File: src/rtl/stack_seq.sv
// Multicycle sequencer for PUSH / POP / JAL link / SP adjust.
// Moore outputs decoded from state; tracks push depth and refuses overflow/underflow.
module stack_seq #(
  parameter int unsigned STACK_DEPTH = 16,
  parameter int unsigned MEM_WAIT    = 1,
  localparam int unsigned DW         = $clog2(STACK_DEPTH + 1)
) (
  input  logic          clk,
  input  logic          reset,
  input  logic          start,
  input  logic [1:0]    op,
  output logic          busy,
  output logic          done,
  output logic          err,
  output logic [2:0]    reg_dst_sel,
  output logic          reg_write,
  output logic [1:0]    wb_sel,
  output logic          alu_a_sp,
  output logic [1:0]    alu_b_sel,
  output logic          alu_sub,
  output logic          mem_read,
  output logic          mem_write,
  output logic [DW-1:0] depth
);

  typedef enum logic [3:0] {
    S_IDLE     = 4'd0,
    S_PUSH_DEC = 4'd1,
    S_PUSH_WR  = 4'd2,
    S_POP_RD   = 4'd3,
    S_POP_WAIT = 4'd4,
    S_POP_WB   = 4'd5,
    S_POP_INC  = 4'd6,
    S_JAL_WB   = 4'd7,
    S_ADJ_WB   = 4'd8,
    S_DONE     = 4'd9
  } state_t;

  typedef enum logic [1:0] {
    OP_PUSH  = 2'b00,
    OP_POP   = 2'b01,
    OP_JAL   = 2'b10,
    OP_SPADJ = 2'b11
  } op_t;

  localparam logic [2:0]    WAIT_LAST = 3'((MEM_WAIT == 0) ? 0 : MEM_WAIT - 1);
  localparam logic [DW-1:0] DEPTH_MAX = DW'(STACK_DEPTH);

  state_t        r_state;
  state_t        w_next;
  logic          r_err;
  logic [2:0]    r_wait;
  logic [DW-1:0] r_depth;
  logic          w_full;
  logic          w_empty;
  logic          w_refuse;
  op_t           w_op;

  assign w_op     = op_t'(op);
  assign w_full   = (r_depth == DEPTH_MAX);
  assign w_empty  = (r_depth == '0);
  assign w_refuse = ((w_op == OP_PUSH) && w_full) || ((w_op == OP_POP) && w_empty);
  assign depth    = r_depth;

  always_ff @(posedge clk or negedge reset) begin
    if (!reset) begin
      r_state <= S_IDLE;
      r_err   <= 1'b0;
      r_wait  <= '0;
      r_depth <= '0;
    end else begin
      r_state <= w_next;
      if (r_state == S_IDLE)
        r_err <= start && w_refuse;
      if (r_state == S_POP_WAIT)
        r_wait <= r_wait + 3'd1;
      else
        r_wait <= '0;
      if (r_state == S_PUSH_WR)
        r_depth <= r_depth + DW'(1);
      else if (r_state == S_POP_INC)
        r_depth <= r_depth - DW'(1);
    end
  end

  always_comb begin
    w_next = r_state;
    case (r_state)
      S_IDLE: begin
        if (start) begin
          if (w_refuse)
            w_next = S_DONE;
          else begin
            case (w_op)
              OP_PUSH:  w_next = S_PUSH_DEC;
              OP_POP:   w_next = S_POP_RD;
              OP_JAL:   w_next = S_JAL_WB;
              default:  w_next = S_ADJ_WB;
            endcase
          end
        end
      end
      S_PUSH_DEC: w_next = S_PUSH_WR;
      S_PUSH_WR:  w_next = S_DONE;
      S_POP_RD:   w_next = (MEM_WAIT == 0) ? S_POP_WB : S_POP_WAIT;
      S_POP_WAIT: w_next = (r_wait == WAIT_LAST) ? S_POP_WB : S_POP_WAIT;
      S_POP_WB:   w_next = S_POP_INC;
      S_POP_INC:  w_next = S_DONE;
      S_JAL_WB:   w_next = S_DONE;
      S_ADJ_WB:   w_next = S_DONE;
      S_DONE:     w_next = S_IDLE;
      default:    w_next = S_IDLE;
    endcase
  end

  always_comb begin
    busy        = 1'b0;
    done        = 1'b0;
    err         = 1'b0;
    reg_dst_sel = 3'b000;
    reg_write   = 1'b0;
    wb_sel      = 2'b00;
    alu_a_sp    = 1'b0;
    alu_b_sel   = 2'b00;
    alu_sub     = 1'b0;
    mem_read    = 1'b0;
    mem_write   = 1'b0;
    case (r_state)
      S_PUSH_DEC: begin
        busy        = 1'b1;
        reg_write   = 1'b1;
        reg_dst_sel = 3'b011;
        alu_a_sp    = 1'b1;
        alu_b_sel   = 2'b01;
        alu_sub     = 1'b1;
      end
      S_PUSH_WR: begin
        busy      = 1'b1;
        mem_write = 1'b1;
      end
      S_POP_RD, S_POP_WAIT: begin
        busy     = 1'b1;
        mem_read = 1'b1;
      end
      S_POP_WB: begin
        busy      = 1'b1;
        reg_write = 1'b1;
        wb_sel    = 2'b01;
      end
      S_POP_INC: begin
        busy        = 1'b1;
        reg_write   = 1'b1;
        reg_dst_sel = 3'b011;
        alu_a_sp    = 1'b1;
        alu_b_sel   = 2'b01;
      end
      S_JAL_WB: begin
        busy        = 1'b1;
        reg_write   = 1'b1;
        reg_dst_sel = 3'b100;
        wb_sel      = 2'b10;
      end
      S_ADJ_WB: begin
        busy        = 1'b1;
        reg_write   = 1'b1;
        reg_dst_sel = 3'b011;
        alu_a_sp    = 1'b1;
        alu_b_sel   = 2'b10;
      end
      S_DONE: begin
        busy = 1'b1;
        done = 1'b1;
        err  = r_err;
      end
      default: ;
    endcase
  end

endmodule

File: config.mk
export PLATFORM = sky130hd
export DESIGN_NAME = stack_seq
export DESIGN_NICKNAME = d
export VERILOG_FILES = /design/src/rtl/stack_seq.sv
export SDC_FILE = /design/constraint.sdc
export NUM_CORES = 1
export LEC_CHECK = 0
export CORE_MARGIN = 1.5
export CORE_UTILIZATION = 51
export DETAILED_ROUTE_END_ITERATION = 16
export PLACE_DENSITY = 0.86
export SYNTH_ARGS = -nofsm -noshare
export SYNTH_HDL_FRONTEND = slang
export SYNTH_SLANG_ARGS = --single-unit
File: constraint.sdc
create_clock -name clk -period 6.9 [get_ports clk]
set_clock_uncertainty 0.2 [all_clocks]
set_input_delay 1.725 -clock clk [delete_from_list [all_inputs] [get_ports clk]]
set_output_delay 1.725 -clock clk [all_outputs]
set_load 0.005 [all_outputs]
After elaboration in Yosys (flattened, before gate mapping)
Cells that the tools add are included.
Widths: inputs -> output; s select.

word-level totals
  output and inout port bits = 20
  input bits = 5
  bits in registers = 13
  word-level logic and storage cells = 54

operators by class
  equal/unequal tests = 13
  reductions and logical operators = 15
  add/subtract/negate cells = 3
  muxes and demuxes = 19

operator list
  kind                 count
  $pmux 4 s6           1
  $eq 4x3->1 const B   4
  $pmux 4 s3           1
  $mux 5               2
  $mux 1               9
  $reduce_or 9->1      1
  $eq 4x2->1 const B   2
  $eq 4x4->1 const B   2
  $mux 4               2
  $pmux 2 s2           2
  $pmux 3 s2           1
  $add 5x1->5 const B  1
  $eq 5x5->1 const B   1
  $logic_not 5->1      1
  $reduce_or 5->1      1
  $sub 5x1->5 const B  1
  $eq 4x1->1 const B   1
  $logic_not 4->1      1
  $reduce_or 2->1      2
  $reduce_or 4->1      1
  $add 3x1->3 const B  1
  $logic_and 1x1->1    3
  $logic_not 3->1      1
  $mux 3               1
  7 further kinds      7

Longest topological paths before layout
  word-level depth = 6
  mapped depth = 7
  depth with buffers taken out = 7

Worst setup path after synthesis
No wires, ideal clock.

  kind = reg2out
  from = register r_state[0]
  to = output port reg_dst_sel[1]
  setup slack = 3732 ps
  stages on the path, launching flop included = 6
  data required time = 4975 ps
  data arrival time = 1243 ps
  path buffers = 2
  cell sequence = dfrtp_1 buf_2 nor2b_1 a21oi_1 o21ai_0 buf_4

between the ends
  longest elaborated chain between the ends = 3
  elaborated cells between the ends (all ways) = 6
  classes of those cells = 4 x eq/ne; 1 x mux; 1 x reduce/logical

ends and longest elaborated chain
  element                                   line  source
  start: declaration                        49    state_t r_state;
  start signal: assignment                  72    r_state <= w_next;
  $eq 4x3->1, or another cell as far along  128   case (r_state)
  $reduce_or 3->1 (no source line)          -
  $pmux 3 s2 *                              128
  end: declaration                          15    output logic [2:0] reg_dst_sel,

Every way passes the cells marked *; elsewhere a longest branch is shown, timed or not.

Worst setup path in the final report
  from = register r_state[3]
  to = output port reg_write

between the ends
  longest elaborated chain between the ends = 3
  elaborated cells between the ends (all ways) = 7
  classes of those cells = 5 x eq/ne; 1 x mux; 1 x reduce/logical

ends and longest elaborated chain
  element                                   line  source
  $eq 4x3->1, or another cell as far along  128
  $reduce_or 5->1 (no source line) *        -
  $mux 1 *                                  128
  end: declaration                          16    output logic reg_write,

Marks and branches as above.

==> metrics <==
peak supply drop=0.0002468 V; gr ovfl total=0; row cnt=15; IO buf count=24; router iterations before antenna repair=4; dpl hpwl=1580 um; Distinct cells, synth=38; Worst setup SP type=flip-flop; root buf cell=clkbuf_4; Data arrival, critical path=2.14 ns; R2R Path End=depth[4]$_DFFE_PN0P_; ratio of cells with drive above 1 in the final layout=0.07813; EDFF count, synth=0; CTS H-tree depth=1; Crit Path Max Fanout=22; HP Start=r_wait[0]$_DFF_PN0_; Initial Util=0.5518; cells after synthesis=108; CTS tree=yes; RSZ-0062 raised after global routing=false; # hold bufs at CTS=0; hold crit path type=flip-flop to flip-flop; Tcrit/Tclk final=0.5888; Via density=5.529; Clock Pin Slew Worst Setup and Hold Paths=0.09 ns; Final Critical Period=4.063 ns; PD cells=432.7 mW/mm2; syn nets=123; Worst Hold Path EP=r_wait[0]$_DFF_PN0_; register bit total from synthesis=13; Setup TNS=0 ns; Core Area=0.001764 mm2; initial antenna violation count=0; GRT Util Overall=0.2264; Post-Route M1 WL=945 um; R2R Path Start=r_state[1]$_DFFE_PN0P_; first-pass GRT wire length=3429 um; Worst Hold Depth=1; GPL Wtd Cong=0.8616; Rel. slew slack=0.5704; final hold violations=0; WL/cell=13.82 um; # DRC=0; CTS resizes=0; clk buf depth=2; met3 routed WL=just under 60 um; # IOs=25; top_reg_cell synth=dfrtp_1; Worst Setup Path Type=flip-flop to primary output; starting DRC count in detailed routing=22; pre-CTS WS=3.177 ns; final core utilization=0.6979; DR WL met2=1071 um; Mapped Area=~970 um2; final wirelength=2114 um; Max Slew Vio Count=0; CTS buffer count=3; R2R depth=7; status=finished clean; Clk Latency, worst-skew pair=approximately 0.28 ns; pin count of the biggest net entering global routing=23; FF-to-FF setup slack=4.15 ns; Final Total Pwr=roughly 0.53 mW; Vias=about 850; maximum clock frequency=246.1 MHz; top sig layer=met4; MaxCap Viol Count=0; Async SR Flop Fraction=1.000; Post-CTS Setup Inserts=0; die height=46.69 um; crit path capture type=primary output; worst setup margin=2.837 ns; die footprint=0.002180 mm2; final net count=between 100 and 150; Worst Path Required=4.97 ns; # setup viols final=0; vias in the first global route=749; Post-DRT Antenna Nets=0; post-synthesis sequential area ratio=0.3342; worst slew pin tran=around 0.64 ns; syn avg cell area=around 9 um2; number of synthesis warnings=0; Leak=0.5419 nW; Sink Count=13; Die W=46.69 um; Syn-to-layout area delta=26.48%; Antenna Cells=0
==> worst max-delay path, stage by stage, from the launching register on <==
cell	delay, ns
dfrtp_1	0.76
nand2b_1	0.14
mux2_2	0.29
o21ai_0	0.14
clkdlybuf4s50_1	0.52
==> sequential cells by signal, summed over array words and instances (netlist names) <==
register,cells
r_err,1
r_state,4
r_wait,3
depth,5
==> logic make-up (layout without fill, tap and decap cells) <==
kind of cell / after synthesis / after routing / synth area share
and+or+nand+nor: 38 / 38 / 0.2211
AOI/OAI and AO/OA: 23 / 23 / 0.1427
buffers and inverters: 14 / 34 / 0.06554
DFF: 13 / 13 / 0.3342
adders and majority gates: 10 / 10 / 0.1362
xor gates and xnor gates: 5 / 5 / 0.04500
muxes: 5 / 5 / 0.05527
==> synthesized netlist by cell type (all sizes together), types with 2 or more instances <==
cell type | n | share of area
dfrtp | 13 | 0.33
nor2 | 10 | 0.041
ha | 9 | 0.12
a21oi | 7 | 0.036
inv | 6 | 0.023
nand2 | 6 | 0.023
nand2b | 6 | 0.041
buf | 5 | 0.031
o21ai | 5 | 0.026
nor3 | 4 | 0.021
a21o | 3 | 0.023
clkbuf | 3 | 0.012
mux2 | 3 | 0.035
xnor2 | 3 | 0.027
mux2i | 2 | 0.021
nand3b | 2 | 0.015
nor2b | 2 | 0.013
o22ai | 2 | 0.013
xor2 | 2 | 0.018
==> stage by stage <==
stage                     std cells  instance area [um2]  hold slack (ns)
final                           153                 1231           0.2756
after global routing            153                 1231           0.2956
after CTS                       153                 1231           0.2879
after detailed placement        149                 1204           0.2766
after global placement          149                 1204           0.2688
after floorplan                 108                973.4           0.2387
==> per-layer routing <==
metal | global-route usage | vias to the layer above
met1 | 0.2929 | 412
met4 | 0.06667 | 0
met2 | 0.3778 | 17
met3 | 0.04706 | 6
met5 | 0 | -
li1 | - | 411
==> how the worst max path moves through the flow <==
| stage | start | endpoint | slack (ns) |
|---|---|---|---|
| floorplan | r_state[0]$_DFFE_PN0P_ | reg_dst_sel[1] | 3.73 |
| global placement | r_state[1]$_DFFE_PN0P_ | mem_write | 3.19 |
| detailed placement | r_state[3]$_DFFE_PN0P_ | reg_write | 3.18 |
| CTS | r_state[3]$_DFFE_PN0P_ | reg_write | 2.85 |
| global route | r_state[3]$_DFFE_PN0P_ | reg_write | 2.64 |
| finish | r_state[3]$_DFFE_PN0P_ | reg_write | 2.84 |
==> power breakdown <==
| part | total [mW] | internal, mW | switching [mW] |
|---|---|---|---|
| Clock | 0.0494 | 0.0215 | 0.0279 |
| Combinational | 0.321 | 0.188 | 0.132 |
| Sequential | 0.163 | 0.103 | 0.0593 |
==> cell usage in the layout, fill, tap and decap left out, types with 2 or more instances in the layout <==
cell / n
dfrtp_1: 13
nor2b_1: 2
xor2_1: 2
a21oi_1: 7
nand2_1: 6
xnor2_1: 3
o22ai_1: 2
mux2i_1: 2
nor3_1: 4
o21ai_0: 4
nand3b_1: 2
mux2_2: 3
clkbuf_4: 3
nor2_1: 9
a21o_1: 3
inv_1: 6
clkdlybuf4s50_1: 24
ha_1: 9
nand2b_1: 5
==> cell type report <==
type                            instances  area [um2]
Multi-Input combinational cell         81       584.3
Tap cell                               25       31.28
Clock inverter                          1       5.005
Clock buffer                            3       22.52
Fill cell                             149       533.0
Sequential cell                        13       325.3
Timing Repair Buffer                   24       240.2
Inverter                                6       22.52
No activity file was read; power rests on OpenSTA's default activity.
==> RTL edit 1: new RTL, same settings <==
Add an input register stage for `start` and `op`, without a reset; this delays them by one clock.
--- a/src/rtl/stack_seq.sv
+++ b/src/rtl/stack_seq.sv
@@ -47,4 +47,12 @@
   localparam logic [DW-1:0] DEPTH_MAX = DW'(STACK_DEPTH);
 
+  logic start_q;
+  logic [1:0] op_q;
+
+  always_ff @(posedge clk) begin
+    start_q <= start;
+    op_q    <= op;
+  end
+
   state_t        r_state;
   state_t        w_next;
@@ -57,5 +65,5 @@
   op_t           w_op;
 
-  assign w_op     = op_t'(op);
+  assign w_op     = op_t'(op_q);
   assign w_full   = (r_depth == DEPTH_MAX);
   assign w_empty  = (r_depth == '0);
@@ -72,5 +80,5 @@
       r_state <= w_next;
       if (r_state == S_IDLE)
-        r_err <= start && w_refuse;
+        r_err <= start_q && w_refuse;
       if (r_state == S_POP_WAIT)
         r_wait <= r_wait + 3'd1;
@@ -88,5 +96,5 @@
     case (r_state)
       S_IDLE: begin
-        if (start) begin
+        if (start_q) begin
           if (w_refuse)
             w_next = S_DONE;
Formal check against the unedited RTL: not equivalent (Yosys sat finds a counterexample within 4 cycles, from zero or initial values and one cycle with reset low).
==> RTL edit 1 against the unedited design <==
Via count grew 0.12%. Maximum frequency is 8.0% lower. Design area grew 6.3%. Total power increased by 3.3%. Largest cell class unchanged. Sequential cell count grew 3. First-iteration DRC count fell by 36%. Area after synthesis grew 8.1%. Worst setup slack got worse by 360 ps. Critical path type unchanged. Wire length grew 3.5%. Combinational power shrank 1%.
==> RTL edit 1: results (changes against the unedited design) <==
Placed design
  – DP HPWL: 1670 um (+5.4%)
  – GPL Wtd Cong: 0.858 (-0.44%)

Synthesis
  – FFs w/ async S/R, synth: 81.3% (-19 points)
  – Synth top cells by count: dfrtp_1 (13), nor2_1 (12), inv_1 (11)
  – Register area share after synthesis: 36.6% (+3.2 points)
  – Post-Synthesis Cells: 114 (+5.6%)
  – Syn_nets: 130 (+5.7%)
  – Area contributors post-synth: dfrtp_1 (31%), ha_1 (12%), dfxtp_1 (5.7%), nor2_1 (4.3%), inv_1 (3.9%)
  – Post-synth cell types: 35 (-7.9%)
  – Warnings from Yosys: 0 (unchanged)

GRT
  – GRT Total Usage: 21.7% (-0.99 points)
  – Pin count of the biggest net entering global routing: 16 (-30%)
  – Vias in the first global route: 843 (+13%)
  – First-pass GRT wire length: 3880 um (+13%)
  – Initial antenna violation count: 0 (unchanged)

Drt
  – DRT Pass-1 Iters: 4 (unchanged)
  – Via density: 5.23 (-5.4%)
  – Routed WL: 2190 um (+3.5%)
  – Drt initial violations: 14 (-36%)

Setup path
  – Data arrival, critical path: 2490 ps (+350 ps)
  – Crit-path max FO: 15 (-32%)

Cells and area
  – Antenna cells: 0 (unchanged)
  – Layout cells sized above 1: 6.67% (-1.1 points)
  – Final nets: 152 (+5.6%)
  – Post-route insts no fill: 162 (+5.9%)
  – Fillers: 177 (+19%)

Pwr
  – Leak: 0.582 nW (+7.4%)
  – Maximum vdd ir drop: 0.232 mV (-6.0%)
  – Power Internal: 0.000327 W (+4.5%)

Clock network
  – H-tree levels: 1 (unchanged)
  – Post-CTS Resized: 0 (unchanged)
  – Clock Root Buffer: clkbuf_4
  – Reg clk slew, reported paths: 100 ps
  – Setup Buffers After CTS: 0 (unchanged)

Timing
  – Setup violators final: 0 (unchanged)
  – Slew HR: 59.3% (+2.2 points)

Run status
  – Outcome: completed

Worst hold path
  – Hold Path Class: register to register
## RTL edit 1: cell types whose count changed in the layout (fill, tap and decap cells not counted), sizes merged, moves of 2 or more
cell    before  now
o31ai        0    2
dfxtp        0    3
o22ai        2    0
nand2b       6    4
nor2b        2    0
and2         1    3
nand3b       2    0
or2          0    2
inv          6   11
nor2        10   13
## RTL edit 1: worst paths after layout
kind	start	endpoint	slack (ps)	cells after the start
worst max-delay path	r_state[3]	reg_dst_sel[1]	2480	4
worst min-delay path	r_wait[0]	r_wait[0]	270	1
worst max register to register	r_state[3]	depth[4]	4140	8
worst min register to register	r_wait[0]	r_wait[0]	270	1
max in group asynchronous	reset	depth[4]	4500	1
min in group asynchronous	reset	r_state[2]	1600	1
## RTL edit 1: kinds of logic after synthesis
group / share of synthesized area (%)
AND/OR/NAND/NOR: 21.8
AO/OA/AOI/OAI: 10.7
buffers and inverters: 9.04
flip-flops: 36.6
adder cells (fa/ha/maj): 13.8
XOR/XNOR: 4.99
multiplexers: 3.09
## RTL edit 1: power groups by stage
stage          clock [W]  combinational [W]  sequential (W)
3_3_place_gp           0           0.000302        0.000166
2_1_floorplan          0           0.000215        0.000145
5_1_grt        0.0000708           0.000353        0.000174
4_1_cts        0.0000662           0.000318        0.000168
6_report       0.0000641           0.000317        0.000169
3_5_place_dp           0           0.000315        0.000170
## RTL edit 1: cell type report
| class | instances | share of cell area (%) |
|---|---|---|
| flip-flops and latches | 16 | 29.4 |
| multi-input cells | 80 | 43.7 |
| clock buffers | 4 | 2.77 |
| repair buffers | 24 | 18.4 |
| well taps | 27 | 2.58 |
| inverters | 11 | 3.15 |
## RTL edit 1: through the flow
| step | power [W] | util (%) | worst slack (ps) | hold WS (ps) | area [um2] |
|---|---|---|---|---|---|
| after floorplan | 0.000361 | - | 3490 | 229 | 1050 |
| after global placement | 0.000468 | 64.9 | 2920 | 245 | 1270 |
| after detailed placement | 0.000486 | 64.9 | 2820 | 264 | 1270 |
| after CTS | 0.000553 | 66.7 | 2470 | 277 | 1310 |
| after global routing | 0.000598 | 66.7 | 2360 | 295 | 1310 |
| final | 0.000550 | 66.7 | 2480 | 270 | 1310 |
## RTL edit 1: worst max-delay path: stages, from the launching register on
cell and delay (ps):
dfrtp_1 550, or3b_1 640, or2_1 320, o31ai_1 110, clkdlybuf4s50_1 570
## RTL edit 1: per-layer routing
metal / vias to the layer above / routed length, um / track usage, %
met3: 5 / 77 / 3.09
met4: 0 / 34 / 8.10
li1: 414 / - / -
met5: - / 0 / 0
met1: 405 / 956 / 26.6
met2: 23 / 1120 / 38.7
==> RTL edit 2: new RTL, config.mk and constraints unchanged <==
Made on the original files. `STACK_DEPTH`: 16 -> 32.
--- a/src/rtl/stack_seq.sv
+++ b/src/rtl/stack_seq.sv
@@ -2,5 +2,5 @@
 // Moore outputs decoded from state; tracks push depth and refuses overflow/underflow.
 module stack_seq #(
-  parameter int unsigned STACK_DEPTH = 16,
+  parameter int unsigned STACK_DEPTH = 32,
   parameter int unsigned MEM_WAIT    = 1,
   localparam int unsigned DW         = $clog2(STACK_DEPTH + 1)
Ports: changed (resized depth); port bits go from 25 to 26. No check against the original RTL was run, so the function may have changed too.
==> RTL edit 2 against the unedited design <==
Register-to-register slack got worse by 120 ps. Worst setup slack got worse by 6.6 ps. Wire length is 15% higher. Combinational power is 31% higher. Area after synthesis up 13%. Maximum frequency shrank 0.16%. Sequential cell count up 1. Total power grew 18%. First-iteration DRC count down 9.1%. Design area increased by 11%. Non-clock buffer count increased by 1. Critical path type unchanged. Highest routed layer unchanged.
==> RTL edit 2: results (changes against the unedited design) <==
Run status
  – Outcome: completed

Setup path
  – CP endpoint: mem_write
  – Largest delay contributor family on the critical path: buffers and inverters
  – Largest stage delay, worst path: 570 ps (-190 ps)

Timing
  – Fmax: 0.246 GHz (-0.16%)
  – Worst slew pin tran: 654 ps (+9.17 ps)

GRT
  – Met1 GRT Util: 27.9% (-1.4 points)
  – Pin count of the biggest net entering global routing: 16 (-30%)
  – Met2 usage: 38.7% (+0.96 points)
  – First-pass GRT wire length: 4310 um (+26%)

Synthesis
  – Post-synth cell types: 41 (+7.9%)
  – Syn_nets: 142 (+15%)
  – Post-Synthesis Cells: 126 (+17%)
  – Synth top cells by count: dfrtp_1 (14), nand2_1 (12), ha_1 (10), inv_1 (10), nor2_1 (10)

Placed design
  – Post-Place Cells: 171 (+15%)
  – GPL Wtd Cong: 0.845 (-2.0%)
  – Pre-CTS setup slack: 3130 ps (-46.2 ps)

Drt
  – Via density: 5.59 (+1.0%)
  – Routed wl met3: 81 um (+40%)
  – DRT met1 WL: 1080 um (+14%)
  – Routed WL: 2420 um (+15%)

Clock network
  – Reg clk slew, reported paths: 70 ps (-20 ps)

Pwr
  – Leak: 0.583 nW (+7.6%)

Cells and area
  – Post-route insts no fill: 174 (+14%)
  – Layout cells sized above 1: 6.80% (-1.0 points)
  – Fillers: 176 (+18%)
==> RTL edit 2: logic make-up (layout without fill, tap and decap cells) <==
family | count (synthesis) | count (layout) | share of synthesized area [%]
AO/OA/AOI/OAI | 28 | 28 | 18.4
XOR/XNOR | 4 | 4 | 3.18
adder cells (fa/ha/maj) | 11 | 11 | 13.2
buffers and inverters | 18 | 39 | 7.83
flip-flops | 14 | 14 | 31.8
multiplexers | 4 | 4 | 4.09
AND/OR/NAND/NOR | 47 | 47 | 21.6
==> RTL edit 2: where the power goes <==
group | internal (W) | switching [W] | total, W
Sequential | 0.000110 | 0.0000553 | 0.000165
Combinational | 0.000222 | 0.000198 | 0.000420
Clock | 0.0000203 | 0.0000241 | 0.0000444
==> RTL edit 2: final cells by class <==
cell class	instances	area, um2	area share, %
flip-flops and latches	14	350	25.7
multi-input cells	94	666	48.8
repair buffers	25	250	18.3
inverters	11	41.3	3.03
clock buffers	3	22.5	1.65
well taps	27	33.8	2.48
